===== src/rtl/fu_alu_wb_if.sv =====
// fu_alu_wb_if: ALU-result producer and writeback-consumer handshakes
// for the ALU writeback buffer.
interface fu_alu_wb_if;
    logic        alu_valid;
    logic        alu_ready;
    logic [31:0] alu_result;
    logic        alu_negative;
    logic        alu_overflow;
    logic        alu_zero;
    logic [4:0]  alu_rd;
    logic        alu_rd_we;
    logic        wb_valid;
    logic        wb_ready;
    logic [31:0] wb_data;
    logic [4:0]  wb_rd;
    logic        wb_we;
    logic [2:0]  wb_flags;

    // Buffer side: takes ALU results, drives writeback
    modport slave (
        input  alu_valid, alu_result, alu_negative,
        input  alu_overflow, alu_zero, alu_rd, alu_rd_we,
        input  wb_ready,
        output alu_ready,
        output wb_valid, wb_data, wb_rd, wb_we, wb_flags
    );

    // Environment side: ALU producer and writeback consumer
    modport master (
        output alu_valid, alu_result, alu_negative,
        output alu_overflow, alu_zero, alu_rd, alu_rd_we,
        output wb_ready,
        input  alu_ready,
        input  wb_valid, wb_data, wb_rd, wb_we, wb_flags
    );
endinterface


===== src/rtl/fu_alu_wb.sv =====
// fu_alu_wb: in-order result buffer between ALU and register writeback.
// Registered only; no combinational path from ALU inputs to wb outputs.
module fu_alu_wb #(
    parameter int DEPTH = 2
) (
    input  logic                     CLK,
    input  logic                     nRST,
    input  logic                     flush,
    output logic [$clog2(DEPTH):0]   count,
    output logic                     drop_err,
    fu_alu_wb_if.slave               bus
);
    localparam int AW = $clog2(DEPTH);
    localparam int CW = AW + 1;

    logic [31:0]   r_data  [DEPTH];
    logic [2:0]    r_flags [DEPTH];
    logic [4:0]    r_rd    [DEPTH];
    logic          r_we    [DEPTH];
    logic [AW-1:0] r_wptr;
    logic [AW-1:0] r_rptr;
    logic [CW-1:0] r_count;
    logic          r_drop;

    logic          w_full;
    logic          w_valid;
    logic          w_enq;
    logic          w_deq;

    assign w_full   = (r_count == CW'(DEPTH));
    assign w_valid  = (r_count != '0) && nRST;
    assign w_enq    = bus.alu_valid && bus.alu_ready && !flush;
    assign w_deq    = w_valid && bus.wb_ready;

    assign bus.alu_ready = !w_full && nRST;
    assign bus.wb_valid  = w_valid;
    assign count         = r_count;
    assign drop_err      = r_drop;

    // Head entry presented to writeback, zeroed when nothing is valid
    always_comb begin
        bus.wb_data  = '0;
        bus.wb_rd    = '0;
        bus.wb_we    = 1'b0;
        bus.wb_flags = '0;
        if (w_valid) begin
            bus.wb_data  = r_data[r_rptr];
            bus.wb_rd    = r_rd[r_rptr];
            bus.wb_we    = r_we[r_rptr] && (r_rd[r_rptr] != 5'd0);
            bus.wb_flags = r_flags[r_rptr];
        end
    end

    // Entry storage; contents are don't-care until written
    always_ff @(posedge CLK) begin
        if (w_enq) begin
            r_data[r_wptr]  <= bus.alu_result;
            r_flags[r_wptr] <= {bus.alu_negative,
                                bus.alu_overflow,
                                bus.alu_zero};
            r_rd[r_wptr]    <= bus.alu_rd;
            r_we[r_wptr]    <= bus.alu_rd_we;
        end
    end

    // Pointers and occupancy; flush empties without completing enqueue
    always_ff @(posedge CLK) begin
        if (!nRST) begin
            r_wptr  <= '0;
            r_rptr  <= '0;
            r_count <= '0;
        end else if (flush) begin
            r_wptr  <= '0;
            r_rptr  <= '0;
            r_count <= '0;
        end else begin
            if (w_enq)
                r_wptr <= r_wptr + AW'(1);
            if (w_deq)
                r_rptr <= r_rptr + AW'(1);
            if (w_enq && !w_deq)
                r_count <= r_count + CW'(1);
            else if (!w_enq && w_deq)
                r_count <= r_count - CW'(1);
        end
    end

    // Sticky record of a result offered while the buffer was full
    always_ff @(posedge CLK) begin
        if (!nRST)
            r_drop <= 1'b0;
        else if (bus.alu_valid && !bus.alu_ready && !flush)
            r_drop <= 1'b1;
    end
endmodule


===== src/flat_wrapper.sv =====
// flat-port wrapper written by rule: the top's interface ports become plain ports
module fu_alu_wb_flat 
#(
    parameter int DEPTH = 2
)
  (CLK, nRST, flush, count, drop_err, bus_alu_valid, bus_alu_result, bus_alu_negative, bus_alu_overflow, bus_alu_zero, bus_alu_rd, bus_alu_rd_we, bus_wb_ready, bus_alu_ready, bus_wb_valid, bus_wb_data, bus_wb_rd, bus_wb_we, bus_wb_flags);
  fu_alu_wb_if bus_i ();
  input  logic CLK;
  input  logic nRST;
  input  logic flush;
  output logic [$clog2(DEPTH):0] count;
  output logic drop_err;
  input wire logic [$bits(bus_i.alu_valid)-1:0] bus_alu_valid;
  input wire logic [$bits(bus_i.alu_result)-1:0] bus_alu_result;
  input wire logic [$bits(bus_i.alu_negative)-1:0] bus_alu_negative;
  input wire logic [$bits(bus_i.alu_overflow)-1:0] bus_alu_overflow;
  input wire logic [$bits(bus_i.alu_zero)-1:0] bus_alu_zero;
  input wire logic [$bits(bus_i.alu_rd)-1:0] bus_alu_rd;
  input wire logic [$bits(bus_i.alu_rd_we)-1:0] bus_alu_rd_we;
  input wire logic [$bits(bus_i.wb_ready)-1:0] bus_wb_ready;
  output wire logic [$bits(bus_i.alu_ready)-1:0] bus_alu_ready;
  output wire logic [$bits(bus_i.wb_valid)-1:0] bus_wb_valid;
  output wire logic [$bits(bus_i.wb_data)-1:0] bus_wb_data;
  output wire logic [$bits(bus_i.wb_rd)-1:0] bus_wb_rd;
  output wire logic [$bits(bus_i.wb_we)-1:0] bus_wb_we;
  output wire logic [$bits(bus_i.wb_flags)-1:0] bus_wb_flags;
  assign bus_i.alu_valid = bus_alu_valid;
  assign bus_i.alu_result = bus_alu_result;
  assign bus_i.alu_negative = bus_alu_negative;
  assign bus_i.alu_overflow = bus_alu_overflow;
  assign bus_i.alu_zero = bus_alu_zero;
  assign bus_i.alu_rd = bus_alu_rd;
  assign bus_i.alu_rd_we = bus_alu_rd_we;
  assign bus_i.wb_ready = bus_wb_ready;
  assign bus_alu_ready = bus_i.alu_ready;
  assign bus_wb_valid = bus_i.wb_valid;
  assign bus_wb_data = bus_i.wb_data;
  assign bus_wb_rd = bus_i.wb_rd;
  assign bus_wb_we = bus_i.wb_we;
  assign bus_wb_flags = bus_i.wb_flags;
  fu_alu_wb #(.DEPTH(DEPTH)) u_core (.CLK(CLK), .nRST(nRST), .flush(flush), .count(count), .drop_err(drop_err), .bus(bus_i));
endmodule

===== config.mk =====
export PLATFORM = sky130hd
export DESIGN_NAME = fu_alu_wb_flat
export DESIGN_NICKNAME = d
export VERILOG_FILES = /design/src/rtl/fu_alu_wb_if.sv /design/src/rtl/fu_alu_wb.sv /design/src/flat_wrapper.sv
export SDC_FILE = /design/constraint.sdc
export NUM_CORES = 1
export LEC_CHECK = 0
export ABC_AREA = 1
export BUFFER_PORTS_ARGS = -buffer_cell sky130_fd_sc_hd__buf_2
export CORE_UTILIZATION = 25
export CTS_BUF_LIST = sky130_fd_sc_hd__clkbuf_16
export DETAILED_ROUTE_END_ITERATION = 10
export GPL_TIMING_DRIVEN = 0
export SETUP_SLACK_MARGIN = 0.1
export SLEW_MARGIN = 20
export SYNTH_ARGS = -nofsm -noshare
export SYNTH_HDL_FRONTEND = slang
export SYNTH_SLANG_ARGS = --single-unit

===== constraint.sdc =====
create_clock -name CLK -period 8.1 [get_ports CLK]
set_input_delay 1.62 -clock CLK [delete_from_list [all_inputs] [get_ports CLK]]
set_output_delay 1.62 -clock CLK [all_outputs]
set_load 0.005 [all_outputs]

# Yosys cells after proc, flatten, opt, wreduce, memory -nomap -nowiden

Memories as Yosys holds them, arrays and structs flattened. A register that Yosys moved wholly into a read port is not among the register bits.
Cells that the tools add are included.

$add $sub $neg: 4
Multipliers: 0
Div/mod/pow operators: 0
Order comparisons: 0
Eq/ne operators: 1
Shift-type cells: 0
Multiplexer cells: 16
Bitwise gates (word level): 1
Reduce and logical (&&, ||, !) cells: 19

Operator list:

| operator                                          | number |
|---|---|
| 2-to-1 mux 32 bit                                 | 1 |
| 2-to-1 mux 1 bit                                  | 11 |
| logical AND 1 bit                                 | 10 |
| logical NOT 1 bit                                 | 5 |
| 2-to-1 mux 5 bit                                  | 1 |
| nonzero test 5 bit                                | 1 |
| 2-to-1 mux 2 bit                                  | 2 |
| nonzero test 2 bit                                | 2 |
| 2-to-1 mux 3 bit                                  | 1 |
| adder 1 bit (second input constant)               | 2 |
| adder 2 x 1 -> 2 bit (second input constant)      | 1 |
| == test 2 bit (second input constant)             | 1 |
| OR reduction 2 bit                                | 1 |
| subtractor 2 x 1 -> 2 bit (second input constant) | 1 |
| inverter 1 bit                                    | 1 |

Register bits: 5
Latch bits: 0
Bits in writable memories: 82
Bits in read-only memories: 0
Bits of input ports: 46
Output and inout bits: 46
Logic and storage cells: 49
Memories kept: 4

Memory list:

| memory         | words | width | read ports | clocked after Yosys merged registers in | wr ports | RTL line        | text |
|---|---|---|---|---|---|---|---|
| u_core.r_data  | 2     | 32    | 1          | 1                                       | 1        | fu_alu_wb.sv:16 | `logic [31:0] r_data [DEPTH];` |
| u_core.r_rd    | 2     | 5     | 1          | 1                                       | 1        | fu_alu_wb.sv:18 | `logic [4:0] r_rd [DEPTH];` |
| u_core.r_flags | 2     | 3     | 1          | 1                                       | 1        | fu_alu_wb.sv:17 | `logic [2:0] r_flags [DEPTH];` |
| u_core.r_we    | 2     | 1     | 1          | 1                                       | 1        | fu_alu_wb.sv:19 | `logic r_we [DEPTH];` |

# Logic depth before layout (Yosys ltp)

Gate-level depths: netlist of the first run.

Depth in word-level cells: 9
Gate-level depth with buffers: 11

# Worst setup path before layout of the first run

OpenSTA, ideal clock, no wires.

Path kind: input port to flip-flop
Start point: input bus_alu_valid
End point: memory u_core.r_data[0][0] (enable)
Library setup time: 0.490 ns
Data arrival time: 4.690 ns
Data required time: 7.610 ns
Slack: 2.919 ns
Cell stages on the path: 4
Cells stage by stage: inv_1 nor2_1 inv_1 nor3_1

Word-level cells in the longest chain between the ends: 4

RTL lines:

| what                                   | RTL line           | text |
|---|---|---|
| from (decl)                            | flat_wrapper.sv:13 | `input wire logic [$bits(bus_i.alu_valid)-1:0] bus_alu_valid;` |
| logical AND 1 bit (2 in a row)         | fu_alu_wb.sv:32    | `assign w_enq = bus.alu_valid && bus.alu_ready && !flush;` |
| 2-to-1 mux 1 bit                       | fu_alu_wb.sv:56    | `if (w_enq) begin` |
| 2-to-1 mux 1 bit (implied by the code) | fu_alu_wb.sv:57    | `r_data[r_wptr] <= bus.alu_result;` |
| to (decl)                              | fu_alu_wb.sv:16    |  |

Every way passes these cells.

# Worst setup path after layout of the first run

Start point: input nRST
End point: output bus_wb_data[14]

Word-level cells in the longest chain between the ends: 2

RTL lines:

| what              | RTL line           | text |
|---|---|---|
| from (decl)       | flat_wrapper.sv:9  | `input logic nRST;` |
| logical AND 1 bit | fu_alu_wb.sv:31    | `assign w_valid = (r_count != '0) && nRST;` |
| 2-to-1 mux 32 bit | fu_alu_wb.sv:46    | `if (w_valid) begin` |
| to (decl)         | flat_wrapper.sv:23 | `output wire logic [$bits(bus_i.wb_data)-1:0] bus_wb_data;` |

Every way passes these cells.

==> results.sh, run 1 <==
export IMPL_crit_type="input pin to output port"
export IMPL_crit_path_start_kind="input pin"
export IMPL_powerDensity_nw_per_um2=201
export IMPL_swShare=0.198
export IMPL_synth_fa_ha_area_frac=0.00341
export IMPL_grt_usage=0.108
export IMPL_fp_dieH_um=123
export IMPL_post_cts_resized=0
export IMPL_ys_flop_type="edfxtp_1"
export IMPL_synthXorXnorAreaFrac=0.00239
export IMPL_yosys_area_share_simple=0.195
export IMPL_timing_rr_start="u_core.count[1]"
export IMPL_ant_nets=0
export IMPL_async_reset_ff_frac=0
export IMPL_worst_path_stages=7
export IMPL_synth_area_sq_um=3670
export IMPL_synth_edf_count=82
export IMPL_clockPowerShare=0.416
export IMPL_antenna_found_initial=0
export IMPL_synth_top_family_by_area="simple AND/OR/NAND/NOR gates"
export IMPL_io_pins=92
export IMPL_max_clock_path_buffers=2
export IMPL_yosys_warnings=0
export IMPL_synth_most_common_cell="nand2_1"
export IMPL_nFillCells=1449
export IMPL_post_route_period_util=0.498
export IMPL_ys_ff_latch=88
export IMPL_rows=43
export IMPL_hpwl_um=5530
export IMPL_dp_cells=627
export IMPL_rrSetupSlack_ns=6.27
export IMPL_cts_htree_levels=3
export IMPL_instances_no_fill=643
export IMPL_drv_cap=0
export IMPL_cts_sinks=88
export IMPL_core_sq_um=14100
export IMPL_gr_total_overflow=0
export IMPL_wirelength_um=7860
export IMPL_synth_commonest_cells="nand2_1 (161), edfxtp_1 (82), inv_1 (53)"
export IMPL_grt_pass1_vias=2373
export IMPL_comb_power_share=0.048
export IMPL_drv_slew=0
export IMPL_cts_hold_buf=0
export IMPL_synth_compound_area_frac=0.00988
export IMPL_vias=2541
export IMPL_cpMaxStageDelayCell="buf_6"
export IMPL_fin_hold_ws_ns=0.498
export IMPL_finalSetupViolCount=0
export IMPL_syn_instance_count=350
export IMPL_clk_pin_slew_ns=0.06
export IMPL_cpLargestDelayFamily="buffers and inverters"
export IMPL_crit_path_end_kind="output port"
export IMPL_drive_above_1_share=0.276
export IMPL_nets=505
export IMPL_p_leak_nw=2.34
export IMPL_port_buffers=91
export IMPL_cp_common_cell="buf_2"
export IMPL_crit_chain="buf_2 > nand2_4 > clkinv_4 > buf_6 > nand2_1 > inv_1 > buf_2"
export IMPL_period_minus_slack_ns=4.04
export IMPL_clock_root_buffer="clkbuf_16"
export IMPL_final_hold_viol_count=0
export IMPL_area_growth_pct=27.9
export IMPL_status="complete, no violations"
export IMPL_cts_tree="done"
export IMPL_synthMuxAreaShare=0
export IMPL_fmax_mhz=248
export IMPL_initial_core_util=0.261
export IMPL_ir_worst_vdd_uv=97.8
export IMPL_routedWlPerCell_um=12.2
export IMPL_syn_nets=397
export IMPL_skew_ns=0.00640
export IMPL_p_int_mw=0.758
export IMPL_globalplace_congestion=0.648
export IMPL_synth_distinct_cells=19
export IMPL_crit_arrival_ns=2.42
export IMPL_r2r_end="u_core.r_data[0][10]"
export IMPL_hold_end="u_core.drop_err"
export IMPL_fin_setup_tns_ns=0
export IMPL_power_switching_mw=0.187
export IMPL_cp_buffers_inverters=5
export IMPL_yosysTopAreaCellShare=0.671
export IMPL_maxSlewHeadroom=0.678
export IMPL_routed_via_density=3.95
export IMPL_max_stage_delay_ns=0.17
export IMPL_first_pass_iters=4
export IMPL_clock_latency_ns=0.34
export IMPL_reg2reg_depth=5
export IMPL_synth_area_leaders="edfxtp_1 (67%), nand2_1 (16%), inv_1 (5.4%), dfxtp_1 (3.3%), buf_6 (1.8%)"
export IMPL_tightestPinTransition_ns=0.481
export IMPL_die_width_um=123
export IMPL_rsz0062_at_grt="no"
export IMPL_path_max_fanout=10
export IMPL_min_path_cells=2
export IMPL_worstHoldStart="u_core.drop_err"
export IMPL_seqPwrFrac=0.537
export IMPL_grt_pass1_wl_um=11800
export IMPL_num_antenna_cells=0
export IMPL_synth_avg_cell_area_sq_um=10.5
export IMPL_synth_area_leader_cell="edfxtp_1"
export IMPL_cp_required_ns=6.48
export IMPL_post_route_drc_count=0
export IMPL_worst_hold_path_type="flip-flop to flip-flop"
export IMPL_yosysSeqAreaShare=0.703
export IMPL_die_area_sq_um=15200
export IMPL_drtIter0Drc=76
export IMPL_grt_max_degree=32
export IMPL_post_cts_setup_buffers=0
export IMPL_cts_made_buffers=9
worst min-delay path: stages, from the launching register on:
cell and delay [ns]:
dfxtp_1 0.34, a31oi_1 0.05, nor2_1 0.07
worst max path at each step:
stage / startpoint / endpoint / slack, ns
CTS: nRST / bus_wb_data[14] / 4.04
finish: nRST / bus_wb_data[14] / 4.06
global route: nRST / bus_wb_data[2] / 3.98
detailed placement: nRST / bus_wb_data[14] / 4.04
floorplan: bus_alu_valid / u_core.r_data[0][0] / 2.92
global placement: flush / u_core.r_data[0][18] / 0.76
placed cells by master, fill, tap and decap left out:
master and instances:
nor3_1 1, bufinv_16 1, dfxtp_1 6, clkinvlp_4 1, o21ai_1 1, edfxtp_1 82, nand2_4 2, clkinv_4 1
nand3_1 4, buf_6 6, a31oi_1 1, clkbuf_16 9, nor2_1 16, buf_2 96, inv_1 56, o21ai_0 4
xor2_1 1, nand2_1 161, ha_1 1, clkinv_2 1, buf_4 6, buf_12 1, inv_2 3, nor3_2 1
a21oi_1 1
power by group through the flow:
stage / Clock, mW / Sequential (mW) / Combinational [mW]
floorplan: 0 / 0.517 / 0.0199
global placement: 0 / 0.518 / 0.0423
detailed placement: 0 / 0.517 / 0.0458
CTS: 0.407 / 0.507 / 0.0459
global route: 0.431 / 0.507 / 0.0514
finish: 0.393 / 0.507 / 0.0449
state kept, by name (all words and copies together), names as in the netlist, named ones only:
register / count
u_core.r_rptr: 1
u_core.r_data: 64
u_core.r_wptr: 1
u_core.r_flags: 6
u_core.drop_err: 1
u_core.r_we: 2
u_core.r_rd: 10
u_core.count: 2
per-stage QoR:
stage	power (mW)	utilization	setup WS [ns]	area, sq um
final	0.945	0.333	4.06	4700
after floorplan	0.537	-	2.92	3670
after CTS	0.960	0.333	4.04	4700
after global routing	0.990	0.333	3.98	4700
after detailed placement	0.563	0.313	4.04	4420
after global placement	0.560	0.309	0.764	4350
layout make-up:
cell class                 count  area (sq um)  share of cell area
buffer                        12           100              0.0213
clock buffer                   9           225              0.0479
clock inverter                 7          57.6              0.0123
inverter                      56           215              0.0458
multi-input combinational    194           779               0.166
sequential                    88          2580               0.550
tap                          180           225              0.0479
timing repair buffer          97           513               0.109
metal layers:
metal / wire, um / global-route usage / part of all wire / vias up
met5: 0 / 0 / 0 / -
met4: 110 / 0.0422 / 0.014 / 0
met3: 502 / 0.0383 / 0.064 / 12
met2: 3800 / 0.184 / 0.48 / 69
met1: 3450 / 0.125 / 0.44 / 1153
li1: - / - / - / 1307
kinds of logic after synthesis:
logic type,count (synthesis)
AND/OR/NAND/NOR,185
flip-flops,88
buffers and inverters,68
AO/OA/AOI/OAI,7
XOR/XNOR,1
adder cells (fa/ha/maj),1
Power figures use the tool's default switching activity.
==> run 2, diff against run 1 <==
- clock period: 8.1 -> 3.35 ns (I/O delays scaled with it)
==> run 2 against run 1 <==
Net effect:
- total power rose by 130%
- final area fell by 0.51%
- largest power group unchanged
- sequential power rose by 140%
- highest routed layer unchanged
- utilization is 0.17 points lower
- critical path depth rose by 2
- hold slack got worse by 0.017 ns
- flip-flop and latch count is the same
- clock-buffer cell count unchanged
==> results.sh, run 2 (synthesis results as in run 1) <==
export IMPL_cts_htree_levels=3
export IMPL_worst_hold_path_type="flip-flop to flip-flop"
export IMPL_final_common_cell="nand2_1"
export IMPL_grt_max_degree=26
export IMPL_hold_end="u_core.drop_err"
export IMPL_port_buffers=91
export IMPL_crit_path_end_kind="output port"
export IMPL_fp_dieH_um=123
export IMPL_crit_type="flip-flop to output port"
export IMPL_cts_sinks=88
export IMPL_instances_no_fill=639
export IMPL_wirelength_um=8000
export IMPL_drv_cap=0
export IMPL_skew_ns=0.00755
export IMPL_core_sq_um=14100
export IMPL_largest_reg_flops=64
export IMPL_rsz0062_at_grt="no"
export IMPL_num_antenna_cells=0
export IMPL_crit_chain="buf_4 > inv_2 > buf_6 > nand2_1 > nand2_1 > nand3_1 > nor2_1 > nor2_1 > buf_2"
export IMPL_maxSlewHeadroom=0.688
export IMPL_rrSetupSlack_ns=1.48
export IMPL_fin_util=0.332
export IMPL_routed_via_density=3.98
export IMPL_cts_hold_buf=0
export IMPL_max_stage_delay_ns=0.31
export IMPL_io_pins=92
export IMPL_gr_total_overflow=0
export IMPL_power_mw=2.19
export IMPL_min_path_cells=2
export IMPL_final_area_sq_um=4670
export IMPL_ant_nets=0
export IMPL_initial_core_util=0.261
export IMPL_area_growth_pct=27.3
export IMPL_vias=2544
export IMPL_nets=503
export IMPL_cts_made_buffers=9
export IMPL_ir_worst_vdd_uv=241
export IMPL_fin_hold_ws_ns=0.481
export IMPL_layout_common_cells="nand2_1 (161), buf_2 (96), edfxtp_1 (82)"
export IMPL_reg2reg_depth=8
export IMPL_period_minus_slack_ns=2.26
export IMPL_worstHoldStart="u_core.drop_err"
export IMPL_final_hold_viol_count=0
export IMPL_grt_usage=0.113
export IMPL_largest_register="u_core.r_data"
export IMPL_cp_buffers_inverters=4
export IMPL_drtIter0Drc=88
export IMPL_die_width_um=123
export IMPL_cts_tree="done"
export IMPL_p_leak_nw=2.32
export IMPL_die_area_sq_um=15200
export IMPL_powerDensity_nw_per_um2=469
export IMPL_antenna_found_initial=0
export IMPL_tightestPinTransition_ns=0.462
export IMPL_grt_pass1_wl_um=12200
export IMPL_rows=43
export IMPL_cp_required_ns=2.68
export IMPL_routedWlPerCell_um=12.5
export IMPL_grt_pass1_vias=2416
export IMPL_post_cts_setup_buffers=0
export IMPL_crit_arrival_ns=1.59
export IMPL_top_regs="u_core.r_data x64, u_core.r_rd x10, u_core.r_flags x6"
export IMPL_drive_above_1_share=0.270
export IMPL_post_cts_resized=0
export IMPL_finalSetupViolCount=0
export IMPL_status="complete, no violations"
export IMPL_clk_pin_slew_ns=0.06
export IMPL_drv_slew=0
export IMPL_r2r_end="u_core.count[1]"
export IMPL_post_route_period_util=0.675
export IMPL_postPlaceCellArea_sq_um=4430
export IMPL_timing_rr_start="u_core.count[1]"
export IMPL_max_clock_path_buffers=2
export IMPL_hpwl_um=5600
export IMPL_clock_latency_ns=0.34
export IMPL_post_route_drc_count=0
export IMPL_first_pass_iters=4
export IMPL_globalplace_congestion=0.680
export IMPL_crit_path_start_kind="flip-flop"
export IMPL_path_max_fanout=10
export IMPL_clock_root_buffer="clkbuf_16"
export IMPL_cpMaxStageDelayCell="dfxtp_1"
export IMPL_fmax_mhz=442
export IMPL_dp_cells=625
export IMPL_cpLargestDelayFamily="buffers and inverters"
run 2: changes by cell type in the layout (fill, tap and decap cells not counted), sizes merged:
| cell | before | now |
|---|---|---|
| inv | 59 | 58 |
| clkinv | 2 | 3 |
| clkinvlp | 1 | 0 |
| bufinv | 1 | 0 |
| buf | 109 | 107 |
run 2: layout make-up:
type | instances | area, sq um
Inverter | 56 | 215
Timing Repair Buffer | 95 | 520
Tap cell | 180 | 225
Buffer | 12 | 100
Clock buffer | 9 | 225
Fill cell | 1461 | 9420
Multi-Input combinational cell | 194 | 786
Clock inverter | 5 | 20.0
Sequential cell | 88 | 2580
run 2: metal layers:
| metal | global-route usage | share of wire |
|---|---|---|
| met1 | 0.138 | 0.47 |
| met2 | 0.184 | 0.47 |
| met3 | 0.0295 | 0.047 |
| met4 | 0.0542 | 0.018 |
| met5 | 0 | 0 |
run 2: where the power goes:
group	internal, mW	total [mW]	leakage [nW]	switching, mW
Clock	0.481	0.856	0.132	0.375
Sequential	1.22	1.23	0.793	0.00508
Combinational	0.0476	0.111	1.39	0.0632
run 2: metrics by stage:
| step | worst slack (ns) | TNS [ns] |
|---|---|---|
| after global placement | -0.898 | -36.71 |
| after global routing | 0.944 | 0 |
| after detailed placement | 1.19 | 0 |
| after floorplan | 0.374 | 0 |
| final | 1.09 | 0 |
| after CTS | 1.07 | 0 |
run 2: worst max-delay path by stage:
stage	start	endpoint	slack (ns)	depth (start not counted)
global route	flip-flop	bus_wb_we	0.94	9
CTS	flip-flop	bus_wb_we	1.07	9
global placement	flush	u_core.r_data[0][20]	-0.90	4
detailed placement	nRST	u_core.r_data[1][17]	1.19	6
floorplan	bus_alu_valid	u_core.r_data[0][0]	0.37	4
finish	flip-flop	bus_wb_we	1.09	9
run 2: worst register-to-register path, stage by stage (launching register included):
cell     delay [ns]
dfxtp_1        0.41
inv_1          0.13
o21ai_0        0.41
nor2_1         0.13
ha_1           0.32
inv_1          0.06
nand3_1        0.09
o21ai_0        0.17
nor2_1         0.05
